$ cat src/rtl/v_tbl_sched.sv
// Context-state table controller: runs the init sweep, arbitrates the single SRAM
// read port between the update and query pipes, and forwards same-cycle write data.
module v_tbl_sched #(
  parameter int            N          = 16,
  parameter int            W          = 64,
  parameter logic [W-1:0]  INIT_VAL   = '0,
  parameter int            STARVE_MAX = 4,
  localparam int           AW         = (N > 1) ? $clog2(N) : 1
) (
  input  logic          clk,
  input  logic          rst,
  input  logic          i_reinit,
  input  logic          i_upd_ren,
  input  logic [AW-1:0] i_upd_raddr,
  output logic          o_upd_rgnt,
  input  logic          i_qry_ren,
  input  logic [AW-1:0] i_qry_raddr,
  output logic          o_qry_rgnt,
  input  logic          i_upd_wen,
  input  logic [AW-1:0] i_upd_waddr,
  input  logic [W-1:0]  i_upd_wdata,
  output logic          o_sram_ren,
  output logic [AW-1:0] o_sram_raddr,
  input  logic [W-1:0]  i_sram_rdata,
  output logic          o_sram_wen,
  output logic [AW-1:0] o_sram_waddr,
  output logic [W-1:0]  o_sram_wdata,
  output logic          o_rd_vld_r,
  output logic          o_rd_id_r,
  output logic [W-1:0]  o_rd_data,
  output logic          o_busy_r,
  output logic          o_err_r
);

  localparam logic [AW-1:0] LAST_ADDR  = AW'(N - 1);
  localparam logic [3:0]    STARVE_LIM = 4'(STARVE_MAX);

  typedef enum logic [1:0] {
    ST_INIT  = 2'd0,
    ST_RUN   = 2'd1,
    ST_DRAIN = 2'd2
  } state_t;

  state_t          state_reg, state_next;
  logic [AW-1:0]   cnt_reg, cnt_next;
  logic [3:0]      starve_reg, starve_next;
  logic            fwd_reg;
  logic [W-1:0]    fwd_data_reg;

  logic            run;
  logic            sweep_wen;
  logic            pipe_wen;
  logic            qry_force;
  logic            upd_gnt;
  logic            qry_gnt;
  logic            rd_gnt;
  logic [AW-1:0]   rd_addr;
  logic            fwd_hit;

  // Next-state and sweep address counter.
  always_comb begin
    state_next = state_reg;
    cnt_next   = cnt_reg;
    case (state_reg)
      ST_INIT: begin
        cnt_next = cnt_reg + AW'(1);
        if (cnt_reg == LAST_ADDR) begin
          state_next = ST_RUN;
          cnt_next   = '0;
        end
      end
      ST_RUN: begin
        if (i_reinit) begin
          state_next = ST_DRAIN;
        end
      end
      ST_DRAIN: begin
        state_next = ST_INIT;
        cnt_next   = '0;
      end
      default: begin
        state_next = ST_INIT;
        cnt_next   = '0;
      end
    endcase
  end

  // Sweep writes are held off while reset is asserted, even though the state is INIT.
  always_comb begin
    run       = (state_reg == ST_RUN);
    sweep_wen = (state_reg == ST_INIT) && rst;
    pipe_wen  = run && i_upd_wen;

    qry_force = i_qry_ren && (starve_reg == STARVE_LIM);
    upd_gnt   = run && i_upd_ren && !qry_force;
    qry_gnt   = run && i_qry_ren && !upd_gnt;
    rd_gnt    = upd_gnt || qry_gnt;
    rd_addr   = qry_gnt ? i_qry_raddr : i_upd_raddr;

    fwd_hit   = rd_gnt && pipe_wen && (i_upd_waddr == rd_addr);

    starve_next = starve_reg;
    if (!i_qry_ren || qry_gnt) begin
      starve_next = '0;
    end else if (run && (starve_reg != STARVE_LIM)) begin
      starve_next = starve_reg + 4'd1;
    end
  end

  assign o_upd_rgnt   = upd_gnt;
  assign o_qry_rgnt   = qry_gnt;
  assign o_sram_ren   = rd_gnt;
  assign o_sram_raddr = rd_addr;
  assign o_sram_wen   = sweep_wen || pipe_wen;
  assign o_sram_waddr = sweep_wen ? cnt_reg  : i_upd_waddr;
  assign o_sram_wdata = sweep_wen ? INIT_VAL : i_upd_wdata;
  assign o_rd_data    = fwd_reg ? fwd_data_reg : i_sram_rdata;

  always_ff @(posedge clk or negedge rst) begin
    if (!rst) begin
      state_reg  <= ST_INIT;
      cnt_reg    <= '0;
      starve_reg <= '0;
      fwd_reg    <= 1'b0;
      o_busy_r   <= 1'b1;
      o_rd_vld_r <= 1'b0;
      o_rd_id_r  <= 1'b0;
      o_err_r    <= 1'b0;
    end else begin
      state_reg  <= state_next;
      cnt_reg    <= cnt_next;
      starve_reg <= starve_next;
      fwd_reg    <= fwd_hit;
      o_busy_r   <= (state_next != ST_RUN);
      o_rd_vld_r <= rd_gnt;
      o_rd_id_r  <= qry_gnt;
      if (i_upd_wen && o_busy_r) begin
        o_err_r <= 1'b1;
      end
    end
  end

  // Pure data register; only meaningful while fwd_reg is set.
  always_ff @(posedge clk) begin
    if (fwd_hit) begin
      fwd_data_reg <= i_upd_wdata;
    end
  end

endmodule

$ cat config.mk
export PLATFORM = sky130hd
export DESIGN_NAME = v_tbl_sched
export DESIGN_NICKNAME = d
export VERILOG_FILES = /design/src/rtl/v_tbl_sched.sv
export SDC_FILE = /design/constraint.sdc
export NUM_CORES = 1
export LEC_CHECK = 0
export ABC_CLOCK_PERIOD_IN_PS = 17550
export CAP_MARGIN = 20
export CORE_MARGIN = 4
export CORE_UTILIZATION = 30
export DETAILED_ROUTE_END_ITERATION = 16
export GPL_TIMING_DRIVEN = 0
export PLACE_DENSITY_LB_ADDON = 0.08
export SLEW_MARGIN = 10
export SYNTH_ARGS = -nofsm -noshare
export SYNTH_HDL_FRONTEND = slang
export SYNTH_SLANG_ARGS = --single-unit
$ cat constraint.sdc
create_clock -name clk -period 17.55 [get_ports clk]
set_clock_uncertainty 0.05 [all_clocks]
set_input_delay 3.51 -clock clk [delete_from_list [all_inputs] [get_ports clk]]
set_output_delay 3.51 -clock clk [all_outputs]
set_load 0.01 [all_outputs]
==> results of run 1 <==
## Yosys cell counts, types with 2 or more instances
| cell type | number |
|---|---|
| o21ai_0 | 2 |
| xor2_2 | 3 |
| nand2_1 | 8 |
| nor2b_1 | 66 |
| nand3_1 | 3 |
| mux2i_1 | 3 |
| edfxtp_1 | 64 |
| nor2_1 | 7 |
| clkbuf_1 | 13 |
| nand4_1 | 2 |
| ha_1 | 3 |
| mux2_2 | 72 |
| dfrtp_1 | 14 |
| inv_1 | 4 |
| nand2b_1 | 3 |
| a21oi_1 | 7 |
## critical path, stage by stage
cell             delay [ns]
clkdlybuf4s50_1        0.95
nand2b_1               0.16
nor2_1                 0.36
buf_2                  0.34
clkbuf_1               0.39
nor2b_1                0.09
clkdlybuf4s50_1        0.50
## power by group
group          internal, mW  switching (mW)  leakage (nW)  total [mW]
sequential            0.212         0.00823         0.768       0.220
clock                0.0930          0.0696         0.120       0.163
combinational         0.126          0.0873          1.74       0.214
## placed cells by master (no fill, tap or decap), types with 7 or more instances in the layout
cell type and n:
nor2b_1 66, a21oi_1 7, mux2_2 72, nand2_1 8, nor2_1 7, clkbuf_16 9, clkbuf_1 15, edfxtp_1 64
clkdlybuf4s50_1 288, dfrtp_1 14
## stage by stage
stage,util [%],cell area [µm²]
floorplan,-,4030
global placement,54.1,7140
detailed placement,54.6,7200
CTS,56.5,7450
global route,56.5,7450
finish,56.5,7450
## layer usage
| metal | wire [µm] | up-vias | global-route usage (%) |
|---|---|---|---|
| li1 | - | 1651 | - |
| met1 | 5150 | 1641 | 18.7 |
| met2 | 7270 | 162 | 30.4 |
| met3 | 1460 | 20 | 6.09 |
| met4 | 290 | 0 | 7.19 |
| met5 | 0 | - | 0 |
## cell families (layout without fill, tap and decap cells)
family / Yosys count / after routing
DFF: 79 / 79
buffers and inverters: 21 / 328
and+or+nand+nor: 97 / 97
xor gates and xnor gates: 4 / 4
adders and majority gates: 3 / 3
muxes: 76 / 76
AOI/OAI and AO/OA: 13 / 13
## worst max-delay path by stage
stage          startpoint          endpoint
6_report              rst  o_sram_wdata[52]
5_1_grt               rst  o_sram_wdata[46]
4_1_cts               rst  o_sram_wdata[52]
3_3_place_gp    i_qry_ren           fwd_reg
3_5_place_dp          rst  o_sram_wdata[52]
2_1_floorplan   i_upd_ren   fwd_data_reg[0]
## final cells by class
class                           instances  area, µm²
Buffer                                 17       80.1
Clock buffer                           11        233
Clock inverter                          3       12.5
Fill cell                            1150       5740
Inverter                                4       15.0
Multi-Input combinational cell        193       1650
Sequential cell                        79       2300
Tap cell                              176        220
Timing Repair Buffer                  293       2940
==> flow_summary.toml, run 1 <==
[timing]
setup_violations = 0
fin_crit_ns = 9.88
min_period_over_period_pct = 56.3
hold_slack_ns = 0.412
tightest_slew_ns = 0.762
finalWorstSetupSlack_ns = 7.67
rsz0062_at_grt = "no"
maxSlewViolCount = 0
hold_viol = 0
slew-limit-headroom_pct = 48.8
max_freq_ghz = 0.101
tns_ns = 0

[grt]
track_usage_pct = 17.2
grt_pass1_vias = 3495
grt-ovfl-total = 0
antenna_found_initial = 0
grt_pass1_wl_um = 19600
grt_max_degree = 17

[die]
coreArea_um2 = 13200
die_h_um = 124
start_util_pct = 30.6
num_rows = 42
num_io_pins = 290
die_x_um = 124
die_area_um2 = 15400

[synth]
synth-adder-area-share_pct = 0.931
yosys-mux-area-fraction_pct = 21.2
synth_nets = 442
synthCells = 293
yosys_warnings = 0
postSynthAreaPerCell_um2 = 13.8
synth_compound_gate_area_share_pct = 2.26
synth_seq_area_share_pct = 57.0
synth_top_area_share_pct = 47.7
synthXorXnorAreaFrac_pct = 1.43
synth_top_family_by_area = "multiplexers"
synth_simple_gate_area_share_pct = 14.8
synth-edff-count = 64
async_flop_share_pct = 19.0
yosysTopAreaCell = "edfxtp_1"
synth-seq-cells = 79
synth_area_um2 = 4030
synth_area_leaders = "edfxtp_1 48%, mux2_2 20%, nor2b_1 10%"
ys_types = 35
synthFlopType = "edfxtp_1"

[placement]
dp_cells = 762
io_buffer_count = 288
pre_cts_ws_ns = 7.58
dp_hpwl_um = 11400
routabilityCongestion = 0.738

[layout]
drive_above_1_share_pct = 16.8
largest_reg_flops = 64
antenna_cells = 0
syn_to_final_growth_pct = 84.7
finalNetCount = 746
fin_cells = 776

[drt]
drtPass1Iterations = 4
postRouteAntennaNets = 0
drt_iter0_drc = 134
drc_errors = 0
vias = 3474
drt_wl_total_um = 14200
via_per_inst = 4.48
routedWlPerCell_um = 18.3

[run_status]
status = "complete, no violations"

[clock_tree]
cts_root_buf = "clkbuf_16"
cts_tree = "done"
clock_path_buffers = 2
ctsHoldBuffers = 0
cts_setup_buffers = 0
htree_levels = 3
cts-buffers-inserted = 9
clock_latency_ns = 0.33
numClockSinks = 79
cts_resized = 0
path_clk_slew_ns = 0.06

[worst_setup_path]
cp_data_arrival_time_ns = 6.32
start_kind = "input port"
cp_max_fo = 16
end_kind = "primary output"
reg2reg_setup_slack_ns = 13.93
worstRegToRegCells = 10
r2r-end = "fwd_data_reg[4]"
crit_type = "input port to primary output"
crit_required_ns = 13.99
reg2reg_from = "starve_reg[0]"

[job]
max_cap_viol_count = 0

[power_and_ir_drop]
pwr_density_cell_nw_per_um2 = 80.0
ir_drop_uv = 40.8
p_leak_nw = 2.62
power_uw = 596

[hold_path]
min-delay-start = "o_err_r"
hold-path-cell-count = 1
hold_end = "o_err_r"
hp-class = "flip-flop to flip-flop"
Power figures use the tool's default switching activity.
==> run 2, diff against run 1 <==
--- a/config.mk
+++ b/config.mk
@@ -5,7 +5,7 @@
 export SDC_FILE = /design/constraint.sdc
 export NUM_CORES = 1
 export LEC_CHECK = 0
-export ABC_CLOCK_PERIOD_IN_PS = 17550
+export ABC_CLOCK_PERIOD_IN_PS = 8400
 export CAP_MARGIN = 20
 export CORE_MARGIN = 4
 export CORE_UTILIZATION = 30
==> constraint.sdc (replaced) <==
create_clock -name clk -period 8.4 [get_ports clk]
set_clock_uncertainty 0.05 [all_clocks]
set_input_delay 1.68 -clock clk [delete_from_list [all_inputs] [get_ports clk]]
set_output_delay 1.68 -clock clk [all_outputs]
set_load 0.01 [all_outputs]
==> results of run 2 <==
The final DEF is identical to that of run 1. Status: complete, no violations.
Main changes from that run: setup slack after placement 7.58 ns -> 2.09 ns; setup slack after layout 7.67 ns -> 2.18 ns; register-to-register setup slack 13.93 ns -> 4.78 ns; total power 0.596 mW -> 1.25 mW; worst IR drop on VDD 40.8 µV -> 85.2 µV
==> run 3, diff against run 2 <==
--- a/config.mk
+++ b/config.mk
@@ -5,7 +5,7 @@
 export SDC_FILE = /design/constraint.sdc
 export NUM_CORES = 1
 export LEC_CHECK = 0
-export ABC_CLOCK_PERIOD_IN_PS = 8400
+export ABC_CLOCK_PERIOD_IN_PS = 5400
 export CAP_MARGIN = 20
 export CORE_MARGIN = 4
 export CORE_UTILIZATION = 30
==> constraint.sdc (replaced) <==
create_clock -name clk -period 5.4 [get_ports clk]
set_clock_uncertainty 0.05 [all_clocks]
set_input_delay 1.08 -clock clk [delete_from_list [all_inputs] [get_ports clk]]
set_output_delay 1.08 -clock clk [all_outputs]
set_load 0.01 [all_outputs]
==> run 3 against run 2 <==
Compared with the run above:
- via count decreased by 1.3%
- clock power is 65% higher
- clock-buffer cell count increased by 3
==> flow_summary.toml, run 3 (synthesized netlist as in run 1, its figures left out) <==
[run_status]
status = "complete, no violations"

[worst_setup_path]
critPathSlowestCell = "clkdlybuf4s50_1"
end_kind = "primary output"
worstRegToRegCells = 9
critPathTopFamily = "buffers and inverters"
cp_max_fo = 16
cp_data_arrival_time_ns = 3.87
cp_cell_sequence = "clkdlybuf4s50_1 -> nand2b_1 -> nor2_1 -> buf_2 -> clkbuf_1 -> nor2b_1 -> clkdlybuf4s50_1"
crit_required_ns = 4.27
cp.depth = 7
start_kind = "input port"
slowest_delay_ns = 0.94
cpMostUsedCell = "clkdlybuf4s50_1"
crit_type = "input port to primary output"
cp_num_buf_inv = 4

[timing]
rsz0062_at_grt = "no"
tightest_slew_ns = 0.754
fin_crit_ns = 5.00
min_period_over_period_pct = 92.6
max_freq_ghz = 0.200
maxSlewViolCount = 0
hold_slack_ns = 0.410
tns_ns = 0
slew-limit-headroom_pct = 49.4
hold_viol = 0
finalWorstSetupSlack_ns = 0.397
setup_violations = 0

[hold_path]
hold-path-cell-count = 1
hp-class = "flip-flop to flip-flop"

[placement]
io_buffer_count = 288
routabilityCongestion = 0.790
dp_hpwl_um = 11000
pre_cts_ws_ns = 0.291
dp_cells = 762
place_area_um2 = 7200

[layout]
stdcell_area_um2 = 7480
final_cell_mix = "288 x clkdlybuf4s50_1, 72 x mux2_2, 66 x nor2b_1"
fin_cells = 778
mostFrequentLayoutCell = "clkdlybuf4s50_1"
finalNetCount = 746
antenna_cells = 0
drive_above_1_share_pct = 17.1
syn_to_final_growth_pct = 85.4
largest_reg_flops = 64

[clock_tree]
clock_latency_ns = 0.33
ctsHoldBuffers = 0
cts_resized = 0
cts_root_buf = "clkbuf_16"
htree_levels = 3
numClockSinks = 79
cts_tree = "done"
path_clk_slew_ns = 0.05
cts_setup_buffers = 0
cts-buffers-inserted = 9
clock_path_buffers = 2

[power_and_ir_drop]
power_frac_clock_pct = 28.5
p_switching_uw = 536
pwr-share-seq_pct = 36.3
pwr_density_cell_nw_per_um2 = 263
power.share.combinational_pct = 35.2
ir_drop_uv = 163
p_leak_nw = 2.64
p_int_mw = 1.43
swShare_pct = 27.2

[drt]
drtPass1Iterations = 4
vias = 3428
drt_wl_total_um = 13900
via_per_inst = 4.41
postRouteAntennaNets = 0
routedWlPerCell_um = 17.9
drt_iter0_drc = 112
drc_errors = 0

[job]
max_cap_viol_count = 0

[grt]
track_usage_pct = 16.9
grt_pass1_vias = 3364
antenna_found_initial = 0
grt_max_degree = 17
grt_pass1_wl_um = 19200
grt-ovfl-total = 0

[die]
die_h_um = 124
die_x_um = 124
die_area_um2 = 15400
coreArea_um2 = 13200
start_util_pct = 30.6
num_rows = 42
num_io_pins = 290
==> run 3: cell types whose count changed in the layout (fill, tap and decap cells not counted) <==
cell	delta
clkbuf_1	+1
clkbuf_8	+2
clkinv_1	-1
==> run 3: metal layers <==
layer / wire (µm) / vias to the layer above / GRT usage (%)
met5: 0 / - / 0
met3: 1440 / 19 / 5.81
met1: 5070 / 1585 / 18.9
met4: 275 / 0 / 6.84
li1: - / 1662 / -
met2: 7110 / 162 / 29.4
==> run 3: area by class of cell <==
cell class | instances | area, µm²
fill | 1116 | 5710
timing repair buffer | 293 | 2940
sequential | 79 | 2300
multi-input combinational | 193 | 1650
clock buffer | 14 | 264
tap | 176 | 220
buffer | 17 | 80.1
inverter | 4 | 15.0
clock inverter | 2 | 8.76
==> run 3: final timing paths <==
check / startpoint / endpoint / slack, ns
hold reg to reg: o_err_r / o_err_r / 0.41
min in group asynchronous: rst / o_err_r / 1.13
hold / removal: o_err_r / o_err_r / 0.41
setup / recovery: rst / o_sram_wdata[59] / 0.40
setup reg to reg: starve_reg[0] / fwd_data_reg[9] / 1.99
max in group asynchronous: rst / cnt_reg[2] / 3.71
==> run 3: stage by stage <==
stage / power (mW) / util [%]
2_1_floorplan: 1.01 / -
3_3_place_gp: 1.42 / 54.2
3_5_place_dp: 1.43 / 54.6
4_1_cts: 2.00 / 56.7
5_1_grt: 2.07 / 56.7
6_report: 1.97 / 56.7
==> run 3: power groups by stage <==
stage	Sequential [mW]	Clock (mW)	Combinational (mW)
3_5_place_dp	0.726	0	0.702
6_report	0.715	0.562	0.692
2_1_floorplan	0.721	0	0.285
3_3_place_gp	0.724	0	0.693
4_1_cts	0.715	0.585	0.704
5_1_grt	0.718	0.606	0.750
==> run 3: worst register-to-register path, stage by stage (launching register included) <==
cell and delay, ns:
dfrtp_1 0.42, inv_1 0.09, ha_1 0.20, nand3b_4 0.14, a211oi_4 0.45, mux2_2 0.42, xor2_2 0.16, nor4_4 0.71
buf_6 0.28, buf_6 0.20
